==> config.mk <==
export PLATFORM = sky130hd
export DESIGN_NAME = alu_cmd_issuer
export DESIGN_NICKNAME = d
export VERILOG_FILES = /design/src/rtl/alu_pkg.sv /design/src/rtl/alu_cmd_fifo.sv /design/src/rtl/alu_cmd_issuer.sv
export SDC_FILE = /design/constraint.sdc
export NUM_CORES = 1
export LEC_CHECK = 0
export ABC_AREA = 1
export CAP_MARGIN = 30
export CORE_ASPECT_RATIO = 0.6
export CORE_MARGIN = 2
export CORE_UTILIZATION = 56
export CTS_BUF_LIST = sky130_fd_sc_hd__clkbuf_8
export CTS_CLUSTER_DIAMETER = 80
export DETAILED_ROUTE_END_ITERATION = 7
export PLACE_DENSITY = 0.82
export SLEW_MARGIN = 20
export SYNTH_ARGS = -nofsm -noshare
export SYNTH_HDL_FRONTEND = slang
export SYNTH_SLANG_ARGS = --single-unit
==> constraint.sdc <==
create_clock -name clk -period 3.3 [get_ports clk]
set_clock_uncertainty 0.05 [all_clocks]
set_input_delay 0.99 -clock clk [delete_from_list [all_inputs] [get_ports clk]]
set_output_delay 0.99 -clock clk [all_outputs]
set_load 0.005 [all_outputs]
==> src/rtl/alu_pkg.sv <==
// Shared opcode encodings, issuer FSM state type and opcode legality check.
// No logic of its own: no latency and no flow control here.
package alu_pkg;

  localparam logic [3:0] OP_ADD = 4'b0000;
  localparam logic [3:0] OP_SUB = 4'b0001;
  localparam logic [3:0] OP_MUL = 4'b0010;
  localparam logic [3:0] OP_DIV = 4'b0100;

  typedef enum logic [1:0] {
    IDLE  = 2'd0,
    ISSUE = 2'd1,
    RESP  = 2'd2
  } state_t;

  function automatic logic op_is_legal(input logic [3:0] op);
    return (op == OP_ADD) || (op == OP_SUB) || (op == OP_MUL) || (op == OP_DIV);
  endfunction

endpackage

==> src/rtl/alu_cmd_fifo.sv <==
// Command FIFO; rd_dat is a register loaded from the head entry on pop (1-cycle read).
// Backpressure: push ignored while full, pop ignored while empty; no full-bypass.
module alu_cmd_fifo #(
  parameter int W     = 8,
  parameter int DEPTH = 4
) (
  input  logic         clk,
  input  logic         rst_n,
  input  logic         push,
  input  logic [W-1:0] wr_dat,
  input  logic         pop,
  output logic [W-1:0] rd_dat,
  output logic         full,
  output logic         empty
);

  localparam int AW = $clog2(DEPTH);
  localparam logic [AW:0] PTR_ONE = {{AW{1'b0}}, 1'b1};

  logic [W-1:0] mem [DEPTH];
  logic [AW:0]  wr_ptr;
  logic [AW:0]  rd_ptr;
  logic         do_push;
  logic         do_pop;

  // Extra pointer MSB distinguishes full from empty when the indices match.
  assign empty   = (wr_ptr == rd_ptr);
  assign full    = (wr_ptr[AW] != rd_ptr[AW]) && (wr_ptr[AW-1:0] == rd_ptr[AW-1:0]);
  assign do_push = push && !full;
  assign do_pop  = pop && !empty;

  always_ff @(posedge clk) begin
    if (do_push) begin
      mem[wr_ptr[AW-1:0]] <= wr_dat;
    end
  end

  always_ff @(posedge clk or negedge rst_n) begin
    if (!rst_n) begin
      wr_ptr <= '0;
      rd_ptr <= '0;
      rd_dat <= '0;
    end else begin
      if (do_push) begin
        wr_ptr <= wr_ptr + PTR_ONE;
      end
      if (do_pop) begin
        rd_ptr <= rd_ptr + PTR_ONE;
        rd_dat <= mem[rd_ptr[AW-1:0]];
      end
    end
  end

endmodule

==> src/rtl/alu_cmd_issuer.sv <==
// Queues ALU commands, issues them to a combinational ALU and returns tagged results; accept->rsp_valid in 2 cycles.
// Backpressure: cmd_ready drops while the FIFO is full; a stalled rsp holds RESP and leaves rsp_* stable.
module alu_cmd_issuer
  import alu_pkg::*;
#(
  parameter int WIDTH = 8,
  parameter int DEPTH = 4,
  parameter int TAG_W = 4
) (
  input  logic                 clk,
  input  logic                 rst_n,
  input  logic                 cmd_valid,
  output logic                 cmd_ready,
  input  logic [WIDTH-1:0]     cmd_in1,
  input  logic [WIDTH-1:0]     cmd_in2,
  input  logic [3:0]           cmd_op,
  input  logic [TAG_W-1:0]     cmd_tag,
  output logic [WIDTH-1:0]     alu_in1,
  output logic [WIDTH-1:0]     alu_in2,
  output logic [3:0]           alu_op,
  output logic                 alu_invalid_data,
  input  logic [2*WIDTH-1:0]   alu_out,
  input  logic                 alu_zero,
  input  logic                 alu_error,
  output logic                 rsp_valid,
  input  logic                 rsp_ready,
  output logic [2*WIDTH-1:0]   rsp_result,
  output logic                 rsp_zero,
  output logic                 rsp_error,
  output logic [TAG_W-1:0]     rsp_tag,
  output logic [15:0]          stat_ops,
  output logic [15:0]          stat_errs
);

  localparam int ENT_W = TAG_W + 4 + 2 * WIDTH;

  state_t             state;
  state_t             state_nxt;
  logic               fifo_full;
  logic               fifo_empty;
  logic               push;
  logic               pop;
  logic               capture;
  logic               rsp_hs;
  logic               rdy_en;
  logic [ENT_W-1:0]   head;
  logic [TAG_W-1:0]   issue_tag;

  // Holds cmd_ready low until the first edge after reset release.
  always_ff @(posedge clk or negedge rst_n) begin
    if (!rst_n) begin
      rdy_en <= 1'b0;
    end else begin
      rdy_en <= 1'b1;
    end
  end

  assign cmd_ready = rdy_en && !fifo_full;
  assign push      = cmd_valid && cmd_ready;
  assign rsp_hs    = rsp_valid && rsp_ready;

  alu_cmd_fifo #(
    .W     (ENT_W),
    .DEPTH (DEPTH)
  ) u_fifo (
    .clk    (clk),
    .rst_n  (rst_n),
    .push   (push),
    .wr_dat ({cmd_tag, cmd_op, cmd_in2, cmd_in1}),
    .pop    (pop),
    .rd_dat (head),
    .full   (fifo_full),
    .empty  (fifo_empty)
  );

  // The FIFO read register doubles as the ALU issue register, so alu_* hold between issues.
  assign alu_in1          = head[0 +: WIDTH];
  assign alu_in2          = head[WIDTH +: WIDTH];
  assign alu_op           = head[2*WIDTH +: 4];
  assign issue_tag        = head[ENT_W-1 -: TAG_W];
  assign alu_invalid_data = !op_is_legal(alu_op);

  always_ff @(posedge clk or negedge rst_n) begin
    if (!rst_n) begin
      state <= IDLE;
    end else begin
      state <= state_nxt;
    end
  end

  always_comb begin
    state_nxt = state;
    pop       = 1'b0;
    capture   = 1'b0;
    unique case (state)
      IDLE: begin
        if (!fifo_empty) begin
          pop       = 1'b1;
          state_nxt = ISSUE;
        end
      end
      ISSUE: begin
        capture   = 1'b1;
        state_nxt = RESP;
      end
      RESP: begin
        if (rsp_ready) begin
          if (!fifo_empty) begin
            pop       = 1'b1;
            state_nxt = ISSUE;
          end else begin
            state_nxt = IDLE;
          end
        end
      end
      default: state_nxt = IDLE;
    endcase
  end

  always_ff @(posedge clk or negedge rst_n) begin
    if (!rst_n) begin
      rsp_valid  <= 1'b0;
      rsp_result <= '0;
      rsp_zero   <= 1'b0;
      rsp_error  <= 1'b0;
      rsp_tag    <= '0;
    end else if (capture) begin
      rsp_valid  <= 1'b1;
      rsp_result <= alu_out;
      rsp_zero   <= alu_zero;
      rsp_error  <= alu_error;
      rsp_tag    <= issue_tag;
    end else if (rsp_hs) begin
      rsp_valid  <= 1'b0;
    end
  end

  always_ff @(posedge clk or negedge rst_n) begin
    if (!rst_n) begin
      stat_ops  <= '0;
      stat_errs <= '0;
    end else if (rsp_hs) begin
      if (stat_ops != 16'hFFFF) begin
        stat_ops <= stat_ops + 16'd1;
      end
      if (rsp_error && (stat_errs != 16'hFFFF)) begin
        stat_errs <= stat_errs + 16'd1;
      end
    end
  end

endmodule

Word level (Yosys, flattened, before mapping)
Memories as Yosys holds them, arrays and structs flattened. A register that Yosys moved wholly into a read port is not among the register bits. Index checks and enable logic that the tools add are counted.

Memories kept: 1. Output and inout port bits: 77. RAM bits: 96. Input port bits: 46. Register bits after elaboration: 64. Word-level logic and storage cells: 60.

Memory list: u_fifo.mem (depth 4, width 24, read ports 1, clocked after memory_dff 1, write ports 1, line alu_cmd_fifo.sv:20) `logic [W-1:0] mem [DEPTH];`.

Add/subtract/negate cells: 4. Eq/ne operators: 12. Muxes and demuxes: 12. Reductions and logical operators: 20.

Operator list (number): adder 16 x 1 -> 16 bit (second input constant) (2); != test 16 bit (second input constant) (2); two-way mux 1 bit (8); logical AND 1 bit (7); adder 3 x 1 -> 3 bit (second input constant) (2); one-hot mux 2 bit (3 select lines) (1); AND reduction 2 bit (3); == test 4 x 1 -> 1 bit (second input constant) (1); == test 4 x 2 -> 1 bit (second input constant) (1); == test 4 x 3 -> 1 bit (second input constant) (1); logical NOT 1 bit (4); logical NOT 4 bit (1); two-way mux 2 bit (2); != test 2 bit (second input constant) (2); == test 3 bit (1); logical OR 1 bit (3); == test 2 x 1 -> 1 bit (second input constant) (1); == test 2 bit (1); == test 2 bit (second input constant) (1); logical NOT 2 bit (1); one-hot mux 1 bit (2 select lines) (1); nonzero test 2 bit (1); != test 1 bit (1).

Depth between registers and ports, before layout
Gate-level depths: netlist of run 1.

Depth in word-level cells: 8. Mapped depth: 9. Mapped depth without buffers: 8.

By module
Synthesis of run 1 repeated with hierarchy kept, for this count alone.

Cells, all modules: 898. Area total of the unflattened synthesis: 8444.3 µm².

By module, submodules not included: alu_cmd_fifo (cells each 542, area each 5546.6 µm², sequential area each 3633.5 µm², instances 1); alu_cmd_issuer (cells each 356, area each 2897.8 µm², sequential area each 1451.4 µm², instances 1).

Worst setup path after synthesis of run 1
No wires, ideal clock.

Path type: input to register. From: input port cmd_valid. To: memory u_fifo.mem[0][0] in the netlist's numbering, enable pin. Library setup time: 405 ps. Required time: 2845 ps. Cell stages on the path: 2. Buffers on the path: 0. Setup slack: 617 ps. Arrival time: 2228 ps. Path through: nand3_1 > nor2_1.

Longest elaborated chain between the ends: 4.

Ends and longest elaborated chain: start: declaration (line alu_cmd_issuer.sv:12) `input logic cmd_valid,`; logical AND 1 bit (line alu_cmd_issuer.sv:59) `assign push = cmd_valid && cmd_ready;`; logical AND 1 bit (line alu_cmd_fifo.sv:29) `assign do_push = push && !full;`; two-way mux 1 bit (line alu_cmd_fifo.sv:33) `if (do_push) begin`; two-way mux 1 bit (not written as such) (line alu_cmd_fifo.sv:34) `mem[wr_ptr[AW-1:0]] <= wr_dat;`; end: declaration (line alu_cmd_fifo.sv:20).

Every way passes these cells.

Worst setup path after layout of run 1
From: register u_fifo.wr_ptr[0]. To: output port cmd_ready.

Longest elaborated chain between the ends: 4.

Ends and longest elaborated chain: start: declaration (line alu_cmd_fifo.sv:21) `logic [AW:0] wr_ptr;`; start signal: assignment (line alu_cmd_fifo.sv:45) `wr_ptr <= wr_ptr + PTR_ONE;`; == test 2 bit (line alu_cmd_fifo.sv:28) `assign full = (wr_ptr[AW] != rd_ptr[AW]) && (wr_ptr[AW-1:0] == rd_ptr[AW-1:0]);`; logical AND 1 bit (line alu_cmd_fifo.sv:28); logical NOT 1 bit (line alu_cmd_issuer.sv:58) `assign cmd_ready = rdy_en && !fifo_full;`; logical AND 1 bit (line alu_cmd_issuer.sv:58); end: declaration (line alu_cmd_issuer.sv:13) `output logic cmd_ready,`.

Every way passes these cells.

==> metrics, run 1 <==
synth top area cells=edfxtp_1 36%, dfrtp_1 27%, nand2_1 8.7%, o21ai_0 5.1%, nor2_1 5.0%; cell area after layout=between 9000 and 10000 µm²; final hold violation count=0; Mapped Nets=between 800 and 900; Detailed Route Iter0 Violations=approximately 450; CTS clk-pin slew, worst paths=between 0.1 and 0.15 ns; Yosys cell types=32; R2R cell count=5; WP depth=5; reg-to-reg slack, setup=about 1.1 ns; Die Area=around 15000 µm²; fillers=1007; Core ar.=approximately 14000 µm²; syn_area_per_cell=roughly 10 µm²; fin crit share=just over 90%; CP delay by family, top=flip-flops; Crit Reg-Reg Endpoint=u_fifo.mem[3][6]; GRT Overall Usage=approximately 23%; Clock Sinks=~180; maximum clock frequency=between 0.3 and 0.4 GHz; PostCTS Resize Cnt=0; Final Max Slew Viols=0; Mapped Cells=around 780; RSZ-0062 raised after global routing=false; crit path from=u_fifo.wr_ptr[0]; Least-Margin Pin Slew=about 0.63 ns; Layout Nets=936; Post-DRT Antenna Nets=0; arrival time worst endpoint=approximately 2.0 ns; number of H-tree levels=4; synthesis-to-layout area growth=20.4%; dpl cell area=9370 µm²; crit-path max cell delay=between 0.4 and 0.5 ns; Hold Path Class=reg -> reg; dpl hpwl=11300 µm; leakage power total=between 3 and 4 nW; Max VDD drop=between 0.0004 and 0.0005 V; Setup Crit Path Kind=reg -> out; mapped cell area=about 8000 µm²; Synth top area share=35.6%; Synth area leader=edfxtp_1; Crit. End Element=output port; PwrDens=809 nW/µm²; vias in the first global route=around 5.3k; Sum Neg Setup Slack=0 ns; die width=between 150 and 200 µm; Worst slew margin=58.2%; commonest non-fill, non-tap cells in the layout=187 x nand2_1, 121 x clkdlybuf4s50_1, 105 x nor2_1; Buffers on Ports=122; share of cells above drive strength 1=roughly 11%; drt drc=0; end point of the critical path=cmd_ready; DIE HEIGHT=~97 µm; routed len/inst=~16 µm; reg2reg start=u_fifo.wr_ptr[0]; Routability Congestion=~0.9; critical path launch point type=flop; outcome=finished clean; largest net degree at the start of global routing=52; routed vias=between 5k and 6k; Yosys Warn Count=0; critical-path cell list=xnor2_2 > nand3_1 > nand2_1 > inv_1 > clkdlybuf4s50_1; max-capacitance violation count=0; antenna cells=0; Overflow after GRT=0; Post-CTS Setup Inserts=0; Vias/cell=5.24; Rows=33; leading cell type in the layout, fill and taps excluded=nand2_1; synthesized flop and latch total=roughly 180; CTS max path bufs=2; Root Buffer Master=clkbuf_8; CTS tree=done; I/O Pins=about 120; antenna violations before repair=0; post-layout min period=~3 ns; DRT Pass-1 Iters=4; first-pass GRT wire length=27700 µm; hold buffers post-CTS=0; crit path max-delay cell type=dfrtp_1; Worst-Skew Late Latency=0.45 ns; Initial Util=58.4%; final setup vio count=0; buffer and inverter count on the worst path=2; WL final=17000 µm; CP required=2.26 ns; TritonCTS Buffers=17; crit-path max FO=5; register area share after synthesis=a little over three fifths
## worst register-to-register path: stages (launching register included)
cell	delay, ns
dfrtp_1	0.48
xnor2_2	0.20
nand3_1	0.18
nand3_1	0.34
nor2_2	0.19
buf_4	0.37
## worst min-delay path by stage
stage                                   end  slack [ns]              start  depth (start not counted)
after floorplan           u_fifo.rd_dat[20]        0.39  u_fifo.rd_dat[20]                          2
after global placement    u_fifo.rd_dat[12]        0.40  u_fifo.rd_dat[12]                          2
after detailed placement  u_fifo.rd_dat[13]        0.41  u_fifo.rd_dat[13]                          2
after CTS                 u_fifo.rd_dat[13]        0.43  u_fifo.rd_dat[13]                          2
after global routing               state[1]        0.45           state[1]                          1
final                     u_fifo.rd_dat[12]        0.43  u_fifo.rd_dat[12]                          2
## cell families (layout without fill, tap and decap cells)
kind of cell,Yosys count,count (layout),share of synthesized area (%)
multiplexers,21,21,2.92
AND/OR/NAND/NOR,364,364,18.8
adder cells (fa/ha/maj),7,7,1.08
buffers and inverters,84,203,5.68
other,1,1,0.0463
flip-flops,184,184,62.7
AO/OA/AOI/OAI,94,94,6.17
XOR/XNOR,22,22,2.56
## layout make-up
cell class	count	area, µm²	share of cell area [%]
tap	192	240	2.46
multi-input combinational	509	2570	26.3
inverter	35	131	1.35
clock buffer	17	234	2.40
timing repair buffer	136	1340	13.8
clock inverter	15	156	1.60
sequential	184	5080	52.1
## state kept, by name, summed over array words and instances, names as in the netlist, 3 cells and up
signal and count:
u_fifo.mem 96, stat_errs 16, rsp_tag 4, u_fifo.wr_ptr 3, rsp_result 16, u_fifo.rd_ptr 3, stat_ops 16, u_fifo.rd_dat 24
## per-stage QoR
step / std cells / util, % / setup slack [ns] / power [mW] / hold slack, ns
floorplan: 777 / - / 0.617 / 5.33 / 0.388
global placement: 1055 / 67.4 / 0.588 / 6.34 / 0.404
detailed placement: 1056 / 67.5 / 0.473 / 6.48 / 0.409
CTS: 1088 / 70.4 / 0.274 / 7.96 / 0.434
global route: 1088 / 70.4 / 0.141 / 8.41 / 0.453
finish: 1088 / 70.4 / 0.305 / 7.90 / 0.428
## power breakdown
group	internal (mW)	total, mW	switching, mW	leakage, nW
combinational	1.41	3.09	1.68	1.73
clock	0.571	1.47	0.895	0.199
sequential	2.99	3.34	0.355	1.98
total	4.97	7.90	2.93	3.91
## metal layers
metal  global-route usage, %  part of all wire [%]  wire (µm)  vias to the layer above
met5                       0                     0          0                        -
met3                    4.57                   7.5       1270                        8
met2                    33.5                    43       7350                      212
li1                        -                     -          -                     2778
met1                    35.2                    49       8290                     2703
met4                    4.62                  0.38         65                        0
## Yosys cell counts
cell type  instances
buf_4             26
edfxtp_1          96
a21oi_1            3
buf_6              2
nand2_2            4
nor2_1           109
ha_1               7
buf_12             1
inv_2              1
nand2_4            1
nand3_1           41
inv_1             34
nand4_1           12
buf_1              1
xnor2_2            2
nand4_2            1
dfrtp_1           88
buf_2             13
xor2_1            12
clkbuf_1           6
o21ai_2            5
nand3b_4           1
conb_1             1
o21ai_4            1
nand2_1          187
o21ai_0           83
nor2_2             5
nor2_4             2
o21ai_1            2
xnor2_1            8
nand3_2            1
mux2_2            21
Power figures use the tool's default switching activity.
==> run 2: changes to the inputs <==
--- a/config.mk
+++ b/config.mk
@@ -9,11 +9,12 @@
 export CAP_MARGIN = 30
 export CORE_ASPECT_RATIO = 0.6
 export CORE_MARGIN = 2
-export CORE_UTILIZATION = 56
+export CORE_UTILIZATION = 51
 export CTS_BUF_LIST = sky130_fd_sc_hd__clkbuf_8
 export CTS_CLUSTER_DIAMETER = 80
 export DETAILED_ROUTE_END_ITERATION = 7
-export PLACE_DENSITY = 0.82
+export GPL_TIMING_DRIVEN = 0
+export PLACE_DENSITY = 0.79
 export SLEW_MARGIN = 20
 export SYNTH_ARGS = -nofsm -noshare
 export SYNTH_HDL_FRONTEND = slang
==> constraint.sdc (replaced) <==
create_clock -name clk -period 2.42 [get_ports clk]
set_clock_uncertainty 0.05 [all_clocks]
set_input_delay 0.726 -clock clk [delete_from_list [all_inputs] [get_ports clk]]
set_output_delay 0.726 -clock clk [all_outputs]
set_load 0.005 [all_outputs]
==> metrics, run 2 (same netlist as run 1, synthesis figures left out) <==
max FFs per register=96; CP required=approximately 1.6 ns; final core occ=roughly 66%; Overflow after GRT=0; WL final=around 19000 µm; Worst slew margin=60.9%; critical-path cell list=buf_4 > buf_4 > clkdlybuf4s50_1; commonest non-fill, non-tap cells in the layout=186 x nand2_1, 119 x clkdlybuf4s50_1, 105 x nor2_1; number of H-tree levels=4; R2R cell count=7; crit path max-delay cell type=dfrtp_1; share of cells above drive strength 1=approximately 15%; Final Max Slew Viols=0; I/O Pins=roughly 120; dpl cells=1107; GRT Overall Usage=about 23%; PwrDens=1130 nW/µm²; largest net degree at the start of global routing=60; DIE HEIGHT=~100 µm; Core ar.=between 15000 and 20000 µm²; Worst-Skew Late Latency=roughly 0.46 ns; Max VDD drop=just under 0.0006 V; TritonCTS Buffers=17; antenna cells=0; synthesis-to-layout area growth=26.5%; buffer and inverter count on the worst path=3; most used cell, CP=buf_4; Initial Util=between 50% and 60%; Crit. End Element=output port; leakage power total=4.15 nW; Routability Congestion=between 0.8 and 0.9; drt drc=0; outcome=finished clean; post-layout min period=2.34 ns; vias in the first global route=5807; fillers=about 1.2k; crit-path max FO=4; Clock Sinks=~180; DRT Pass-1 Iters=5; final hold violation count=0; first-pass GRT wire length=slightly below 30000 µm; die width=roughly 170 µm; WP depth=3; Layout Nets=between 900 and 1k; Post-DRT Antenna Nets=0; Buffers on Ports=122; routed len/inst=about 16 µm; arrival time worst endpoint=1.57 ns; non-filler cells, final=roughly 1.1k; Die Area=roughly 17000 µm²; crit-path max cell delay=~0.43 ns; hold buffers post-CTS=0; Vias/cell=about 5.2; Rows=35; Setup Crit Path Kind=reg -> out; Hold Path Class=in -> async; Detailed Route Iter0 Violations=just under 500; fin crit share=a little over nine tenths; critical path launch point type=flop; Least-Margin Pin Slew=0.586 ns; routed vias=~6.0k; max-capacitance violation count=0; CTS clk-pin slew, worst paths=between 0.1 and 0.15 ns; maximum clock frequency=roughly 0.43 GHz; Pwr Total=11.6 mW; CTS tree=done; antenna violations before repair=0; dpl hpwl=approximately 13000 µm; Root Buffer Master=clkbuf_8; final setup vio count=0; CTS max path bufs=2; leading cell type in the layout, fill and taps excluded=nand2_1; CP delay by family, top=buffers and inverters
-- run 2: area by class of cell --
class / instances / area [µm²] / area share (%)
repair buffers: 135 / 1410 / 13.7
plain buffers: 49 / 335 / 3.27
well taps: 203 / 254 / 2.48
flip-flops and latches: 184 / 5090 / 49.6
clock buffers: 17 / 234 / 2.28
inverters: 35 / 131 / 1.28
multi-input cells: 509 / 2620 / 25.6
clock inverters: 15 / 181 / 1.77
-- run 2: path summary, 6_finish.rpt --
kind / from / to / slack, ns
setup / recovery: u_fifo.rd_dat[16] / alu_op[0] / 0.08
hold / removal: rst_n / u_fifo.wr_ptr[1] / 0.08
setup reg to reg: u_fifo.wr_ptr[0] / u_fifo.mem[3][20] / 0.13
hold reg to reg: u_fifo.rd_dat[1] / u_fifo.rd_dat[1] / 0.43
max in group asynchronous: rst_n / u_fifo.rd_dat[22] / 1.62
min in group clk: u_fifo.rd_dat[1] / u_fifo.rd_dat[1] / 0.43
-- run 2: stage by stage --
| step | TNS [ns] | worst slack (ns) | cell area [µm²] | hold slack (ns) |
|---|---|---|---|---|
| global placement | -385.87 | -2.90 | 9580 | 0.407 |
| finish | 0 | 0.0758 | 10300 | 0.0806 |
| global route | -0.000150 | -0.000150 | 10300 | 0.0781 |
| CTS | 0 | 0.0291 | 10200 | 0.0769 |
| detailed placement | -13.77 | -0.367 | 9730 | 0.410 |
| floorplan | -10.42 | -0.109 | 8110 | 0.380 |
-- run 2: power by group --
| group | switching [mW] | internal, mW | total [mW] |
|---|---|---|---|
| Sequential | 0.519 | 4.08 | 4.60 |
| Combinational | 2.53 | 2.37 | 4.90 |
| Clock | 1.23 | 0.880 | 2.11 |
| Total | 4.28 | 7.33 | 11.6 |
-- run 2: metal layers --
layer,routed length [µm],GRT usage (%),share of wire [%],vias up
li1,-,-,-,2875
met1,8760,34.1,47,2849
met2,8130,33.7,44,226
met3,1390,4.92,7.5,20
met4,225,6.50,1.2,0
met5,0,0,0,-
-- run 2: repair_timing --
action | 4_1_cts | 5_1_grt
gates resized for setup | 13 | 1
pin swaps | 3 | 2
setup endpoints to repair | 14 | 15
gates cloned | 0 | 0
buffers inserted | 4 | 4
